`src/rtl/menu_controller.sv`:
```
// menu_controller: button-driven cursor, duration editor and run-state owner
// for the traffic-light demo; every output comes straight from a flop.
module menu_controller #(
  parameter int unsigned GREEN_DEFAULT  = 10,
  parameter int unsigned YELLOW_DEFAULT = 3,
  parameter int unsigned RED_DEFAULT    = 2,
  parameter int unsigned DUR_MIN        = 1,
  parameter int unsigned DUR_MAX        = 99,
  parameter int unsigned REPEAT_DELAY   = 25_000_000,
  parameter int unsigned REPEAT_RATE    = 5_000_000
) (
  input  logic       clk,
  input  logic       reset,
  input  logic       btn_up,
  input  logic       btn_down,
  input  logic       btn_sel,
  output logic [3:0] menu_sel,
  output logic       edit_active,
  output logic [7:0] green_duration,
  output logic [7:0] yellow_duration,
  output logic [7:0] red_holding,
  output logic [1:0] run_state,
  output logic       cfg_update,
  output logic       stop_pulse
);
  localparam int unsigned CMAX =
    (REPEAT_DELAY > REPEAT_RATE) ? REPEAT_DELAY : REPEAT_RATE;
  localparam int CW = $clog2(CMAX + 1);
  localparam logic [7:0] DMIN = 8'(DUR_MIN);
  localparam logic [7:0] DMAX = 8'(DUR_MAX);
  localparam logic [1:0] RS_STOP  = 2'd0;
  localparam logic [1:0] RS_RUN   = 2'd1;
  localparam logic [1:0] RS_PAUSE = 2'd2;

  typedef enum logic {S_NAV, S_EDIT} state_t;

  state_t        r_state, w_state_nx;
  logic [3:0]    r_menu, w_menu_nx;
  logic [7:0]    r_green, r_yellow, r_red;
  logic [7:0]    w_green_nx, w_yellow_nx, w_red_nx;
  logic [1:0]    r_run, w_run_nx;
  logic          r_cfg, w_cfg_nx;
  logic          r_stop, w_stop_nx;
  logic          r_up_q, r_dn_q, r_sel_q;
  logic          r_arm, w_arm_nx;
  logic          r_dir, w_dir_nx;
  logic          r_rep, w_rep_nx;
  logic [CW-1:0] r_cnt, w_cnt_nx;

  logic       w_up_only, w_dn_only;
  logic       w_up_pr, w_dn_pr, w_sel_pr;
  logic       w_is_dur, w_held, w_tick;
  logic       w_inc, w_dec;
  logic [7:0] w_cur, w_new;
  logic [3:0] w_menu_prev, w_menu_next;

  assign w_up_only = btn_up & ~btn_down;
  assign w_dn_only = btn_down & ~btn_up;
  assign w_up_pr   = w_up_only & ~r_up_q;
  assign w_dn_pr   = w_dn_only & ~r_dn_q;
  assign w_sel_pr  = btn_sel & ~r_sel_q;
  assign w_is_dur  = (r_menu == 4'd1) | (r_menu == 4'd2) | (r_menu == 4'd3);
  assign w_held    = r_arm & (r_dir ? w_dn_only : w_up_only);
  assign w_tick    = r_rep ? (r_cnt == CW'(REPEAT_RATE))
                           : (r_cnt == CW'(REPEAT_DELAY));

  // Cursor ring 1,2,3,6,7,8
  always_comb begin
    w_menu_next = 4'd1;
    w_menu_prev = 4'd8;
    unique case (r_menu)
      4'd1: begin w_menu_next = 4'd2; w_menu_prev = 4'd8; end
      4'd2: begin w_menu_next = 4'd3; w_menu_prev = 4'd1; end
      4'd3: begin w_menu_next = 4'd6; w_menu_prev = 4'd2; end
      4'd6: begin w_menu_next = 4'd7; w_menu_prev = 4'd3; end
      4'd7: begin w_menu_next = 4'd8; w_menu_prev = 4'd6; end
      4'd8: begin w_menu_next = 4'd1; w_menu_prev = 4'd7; end
      default: begin w_menu_next = 4'd1; w_menu_prev = 4'd1; end
    endcase
  end

  always_comb begin
    w_cur = r_green;
    if (r_menu == 4'd2) w_cur = r_yellow;
    else if (r_menu == 4'd3) w_cur = r_red;
  end

  // Repeat only follows a button armed by a real press inside EDIT
  always_comb begin
    w_inc    = 1'b0;
    w_dec    = 1'b0;
    w_arm_nx = 1'b0;
    w_dir_nx = r_dir;
    w_rep_nx = 1'b0;
    w_cnt_nx = '0;
    if (r_state == S_EDIT && !w_sel_pr) begin
      if (w_up_pr) begin
        w_inc    = 1'b1;
        w_arm_nx = 1'b1;
        w_dir_nx = 1'b0;
        w_cnt_nx = CW'(1);
      end else if (w_dn_pr) begin
        w_dec    = 1'b1;
        w_arm_nx = 1'b1;
        w_dir_nx = 1'b1;
        w_cnt_nx = CW'(1);
      end else if (w_held) begin
        w_arm_nx = 1'b1;
        w_rep_nx = r_rep | w_tick;
        w_cnt_nx = w_tick ? CW'(1) : r_cnt + CW'(1);
        w_inc    = w_tick & ~r_dir;
        w_dec    = w_tick & r_dir;
      end
    end
  end

  always_comb begin
    w_new = w_cur;
    if (w_inc) w_new = (w_cur >= DMAX) ? DMAX : w_cur + 8'd1;
    else if (w_dec) w_new = (w_cur <= DMIN) ? DMIN : w_cur - 8'd1;
  end

  always_comb begin
    w_state_nx = r_state;
    unique case (r_state)
      S_NAV:
        if (w_sel_pr && w_is_dur && r_run != RS_RUN) w_state_nx = S_EDIT;
      S_EDIT:
        if (w_sel_pr) w_state_nx = S_NAV;
    endcase
  end

  always_comb begin
    w_menu_nx   = r_menu;
    w_run_nx    = r_run;
    w_green_nx  = r_green;
    w_yellow_nx = r_yellow;
    w_red_nx    = r_red;
    w_cfg_nx    = 1'b0;
    w_stop_nx   = 1'b0;
    unique case (r_state)
      S_NAV: begin
        if (w_sel_pr) begin
          unique case (r_menu)
            4'd6: w_run_nx = RS_RUN;
            4'd7: if (r_run == RS_RUN) w_run_nx = RS_PAUSE;
            4'd8: begin
              w_run_nx  = RS_STOP;
              w_stop_nx = 1'b1;
            end
            default: ;
          endcase
        end else if (w_up_pr) begin
          w_menu_nx = w_menu_prev;
        end else if (w_dn_pr) begin
          w_menu_nx = w_menu_next;
        end
      end
      S_EDIT: begin
        w_cfg_nx = w_sel_pr;
        if (r_menu == 4'd2) w_yellow_nx = w_new;
        else if (r_menu == 4'd3) w_red_nx = w_new;
        else w_green_nx = w_new;
      end
    endcase
  end

  always_ff @(posedge clk or posedge reset) begin
    if (reset) begin
      r_state  <= S_NAV;
      r_menu   <= 4'd1;
      r_green  <= 8'(GREEN_DEFAULT);
      r_yellow <= 8'(YELLOW_DEFAULT);
      r_red    <= 8'(RED_DEFAULT);
      r_run    <= RS_STOP;
      r_cfg    <= 1'b0;
      r_stop   <= 1'b0;
      r_up_q   <= 1'b0;
      r_dn_q   <= 1'b0;
      r_sel_q  <= 1'b0;
      r_arm    <= 1'b0;
      r_dir    <= 1'b0;
      r_rep    <= 1'b0;
      r_cnt    <= '0;
    end else begin
      r_state  <= w_state_nx;
      r_menu   <= w_menu_nx;
      r_green  <= w_green_nx;
      r_yellow <= w_yellow_nx;
      r_red    <= w_red_nx;
      r_run    <= w_run_nx;
      r_cfg    <= w_cfg_nx;
      r_stop   <= w_stop_nx;
      r_up_q   <= btn_up;
      r_dn_q   <= btn_down;
      r_sel_q  <= btn_sel;
      r_arm    <= w_arm_nx;
      r_dir    <= w_dir_nx;
      r_rep    <= w_rep_nx;
      r_cnt    <= w_cnt_nx;
    end
  end

  assign menu_sel        = r_menu;
  assign edit_active     = (r_state == S_EDIT);
  assign green_duration  = r_green;
  assign yellow_duration = r_yellow;
  assign red_holding     = r_red;
  assign run_state       = r_run;
  assign cfg_update      = r_cfg;
  assign stop_pulse      = r_stop;
endmodule

```
`config.mk`:
```
export PLATFORM = sky130hd
export DESIGN_NAME = menu_controller
export DESIGN_NICKNAME = d
export VERILOG_FILES = /design/src/rtl/menu_controller.sv
export SDC_FILE = /design/constraint.sdc
export NUM_CORES = 1
export LEC_CHECK = 0
export ABC_CLOCK_PERIOD_IN_PS = 7050
export CELL_PAD_IN_SITES_DETAIL_PLACEMENT = 0
export CELL_PAD_IN_SITES_GLOBAL_PLACEMENT = 2
export CORE_MARGIN = 4
export CORE_UTILIZATION = 39
export CTS_CLUSTER_DIAMETER = 50
export DETAILED_ROUTE_END_ITERATION = 16
export PLACE_DENSITY = 0.88
export SLEW_MARGIN = 20
export SYNTH_ARGS = -nofsm -noshare
export SYNTH_HDL_FRONTEND = slang
export SYNTH_SLANG_ARGS = --single-unit
```
`constraint.sdc`:
```
create_clock -name clk -period 7.05 [get_ports clk]
set_input_delay 1.41 -clock clk [delete_from_list [all_inputs] [get_ports clk]]
set_output_delay 1.41 -clock clk [all_outputs]
set_load 0.05 [all_outputs]
```
==> key figures <==
Yosys
  – Dominant synthesized flop cell: dfrtp_1
  – Syn Inst Count: approximately 400
  – Synth Net Count: 407
  – Synth warn: 0
  – Synth unique cells: 60
  – Sequential share of the synthesized area: 43.3%
  – Post-synth EDFFs: 0
  – Async SR Flop Fraction: 100%
  – Yosys top cell by area: dfrtp_1
  – Synth Cell Area: 3710 µm²
  – Synthesized area per cell: 9.31 µm²
  – Yosys reg bits: 64
  – Top post-synthesis cells by area: dfrtp_1 39%, mux2_2 5.8%, nor2_1 5.2%
  – Top cell type's share of synthesized area: 39.1%

Clocking
  – Clk sinks: 64
  – Htree depth: 3
  – CTS tree: yes
  – Clock latency at the later pin of the worst-skew pair: around 0.34 ns
  – Num CTS Buffers: 9
  – Postcts setup bufs: 0
  – Post_cts resized: 0
  – CTS Root Cell: clkbuf_8
  – Clock slew at reported path FFs: 0.08 ns
  – Deepest clock path buffer count: 2
  – CTS hold repair buffers: 0

Critical path
  – Crit path cell chain: clkdlybuf4s50_1
  – Reg-to-Reg End: green_duration[3]
  – Critical path class: reg2out
  – Worst-path fanout max: 26
  – Crit-path slowest cell: clkdlybuf4s50_1
  – R2r setup slk: 3.74 ns
  – Worst path bufs/invs: 1
  – RR Startpoint: menu_sel[0]
  – Family with the most delay on the worst path: buffers and inverters
  – Critical path endpoint category: output pin
  – Setup crit end: menu_sel[0]
  – Crit path largest cell delay: 0.92 ns
  – CP arrival: about 2.2 ns
  – Critical Path Stages: 1
  – Worst r2r path cells: 7
  – Startpoint Class: flip-flop
  – Required time worst endpoint: 5.64 ns
  – Setup crit start: menu_sel[0]

Route
  – Vias: 2991
  – DRC marker count from the first detailed-route iteration: between 100 and 150
  – Wire per inst: 15.4 µm
  – First-pass DRT Iterations: 4
  – Residual DRC: 0
  – Vias/cell: 5.30
  – Routed WL: 8.70 mm
  – ANT nets after route: 0

Layout
  – Post-Layout Inst Area: between 4000 and 5000 µm²
  – Diode count: 0
  – Layout Nets: 438
  – Share of cells above drive strength 1: between 10% and 20%
  – Non-Filler Instances: 564
  – # fillers: 914
  – Area Growth Syn to Fin: 17.6%

Global routing
  – Vias in the first global route: 2905
  – Overflow after GRT: 0
  – Initial antenna violation count: 0
  – Tot GR Track Use: around 16%
  – First-pass GRT wire length: approximately 15 mm
  – Largest net degree at the start of global routing: 65

Die
  – # IOs: 38
  – Die X: 106 µm
  – Die H: 106 µm
  – Rows: 35
  – Initial Utilization: 40.2%
  – Die area: 11100 µm²
  – CORE AREA: 9240 µm²

STA
  – Tmin final: 3.59 ns
  – Relative slew margins: a little over a third
  – Hold Vio Cnt, Final: 0
  – Unrepaired setup endpoints after global routing: false
  – Max Clk Rate: 279 MHz
  – Fin Hold WS: ~0.5 ns
  – Setup violations, final: 0
  – Final period utilization: 50.9%
  – Slew @ Worst Pin: approximately 0.97 ns
  – Setup TNS: 0 ns
  – Clock Skew: 0.0146 ns
  – Slew Viols, Final: 0

Placement
  – Post-place instance area: 4180 µm²
  – DP Cell Count: 548
  – DP Wirelength: slightly above 6 mm
  – GP Congestion: 0.814
  – # port buffers: 37

Power and ir drop
  – Total Power: around 1900 µW
  – Pleak: ~0.0017 µW
  – Power per cell area: 440 nW/µm²
  – Peak supply drop: roughly 0.39 mV

Worst hold path
  – Worst min path class: reg2reg
  – Hold path start: red_holding[1]

Outcome
  – Outcome: completed

Flow run
  – Max Cap Violations: 0
==> flip-flops by register name, indices dropped and copies added (netlist names), 2 cells and up <==
| register | flops |
|---|---|
| green_duration | 8 |
| menu_sel | 4 |
| r_cnt | 25 |
| red_holding | 8 |
| run_state | 2 |
| yellow_duration | 8 |
==> through the flow <==
stage | setup WS [ns] | utilization, %
after CTS | 3.45 | 47.3
after detailed placement | 3.23 | 45.2
final | 3.46 | 47.3
after floorplan | 4.05 | -
after global placement | 3.23 | 45.2
after global routing | 3.39 | 47.3
==> placed cells by master (no fill, tap or decap), types with 3 or more instances in the layout <==
cell              n
a21o_1            4
a21oi_1          17
a31oi_1           5
and2_1            5
and3_1            7
and4_1            4
clkbuf_8         10
clkdlybuf4s50_1  37
clkinv_2          3
dfrtp_1          58
dfstp_2           6
ha_1              3
inv_1             9
mux2_2           19
mux2i_1           8
nand2_1          33
nand2b_1          5
nand3_1          21
nand4_1           6
nor2_1           51
nor2b_1           3
nor3_1           12
nor4bb_1          4
o211ai_1          6
o21ai_0          19
o21ai_1           3
o22ai_1           4
or3_1             5
xnor2_1          11
xor2_1           14
==> per-layer routing <==
layer  vias to the layer above  wire [µm]  GRT usage (%)
met1                      1436       4450           24.4
li1                       1492          -              -
met3                         2        373           3.06
met4                         0         41           5.27
met5                         -          0              0
met2                        61       3830           24.0
==> report_power, final <==
part / switching (µW) / internal, µW / leakage, µW
Combinational: 649 / 372 / 0.000787
Sequential: 128 / 461 / 0.000812
Clock: 140 / 172 / 0.000100
Total: 916 / 1010 / 0.00170
==> tightest hold or removal path, cell delays in order, from the launching register on <==
cell and delay, ns:
dfstp_2 0.37, nand2_1 0.04, o21ai_0 0.07
==> how the worst min path moves through the flow <==
| stage | slack [ns] | cells past startpoint | end |
|---|---|---|---|
| floorplan | 0.51 | 2 | r_cnt[22] |
| global placement | 0.48 | 2 | red_holding[1] |
| detailed placement | 0.49 | 2 | green_duration[1] |
| CTS | 0.50 | 2 | green_duration[1] |
| global route | 0.53 | 2 | red_holding[1] |
| finish | 0.50 | 2 | red_holding[1] |
==> synthesized netlist by cell type (all sizes together), types with 2 or more instances <==
library cell / instances
o21ai: 22
nor2: 51
nand4: 7
a211oi: 3
buf: 5
a21oi: 19
dfrtp: 58
mux2: 19
nand3: 21
and2: 5
clkbuf: 14
nor4: 2
a211o: 2
a31oi: 5
o211ai: 6
a21o: 4
xnor2: 11
or4: 2
nor3: 12
or3: 5
or3b: 3
nand2: 34
dfstp: 6
nor2b: 3
nor3b: 3
or2: 2
and4: 4
nor4bb: 4
xor2: 14
inv: 10
and3: 7
mux2i: 8
ha: 3
o22ai: 4
nand2b: 5
==> cell families after synthesis <==
logic type	Yosys count	share of synthesized area, %
DFF	64	43.3
buffers and inverters	29	3.23
adders and majority gates	3	1.01
and+or+nand+nor	173	24.0
xor gates and xnor gates	25	5.90
AOI/OAI and AO/OA	78	14.6
muxes	27	7.92
==> layout make-up <==
cell class                 count  area, µm²  share of cell area, %
clock inverter                 4       45.0                   1.03
clock buffer                  12        145                   3.32
sequential                    64       1610                   36.8
inverter                      10       37.5                  0.859
multi-input combinational    306       1980                   45.4
timing repair buffer          39        385                   8.82
tap                          129        161                   3.70
No activity file was read; power rests on OpenSTA's default activity.
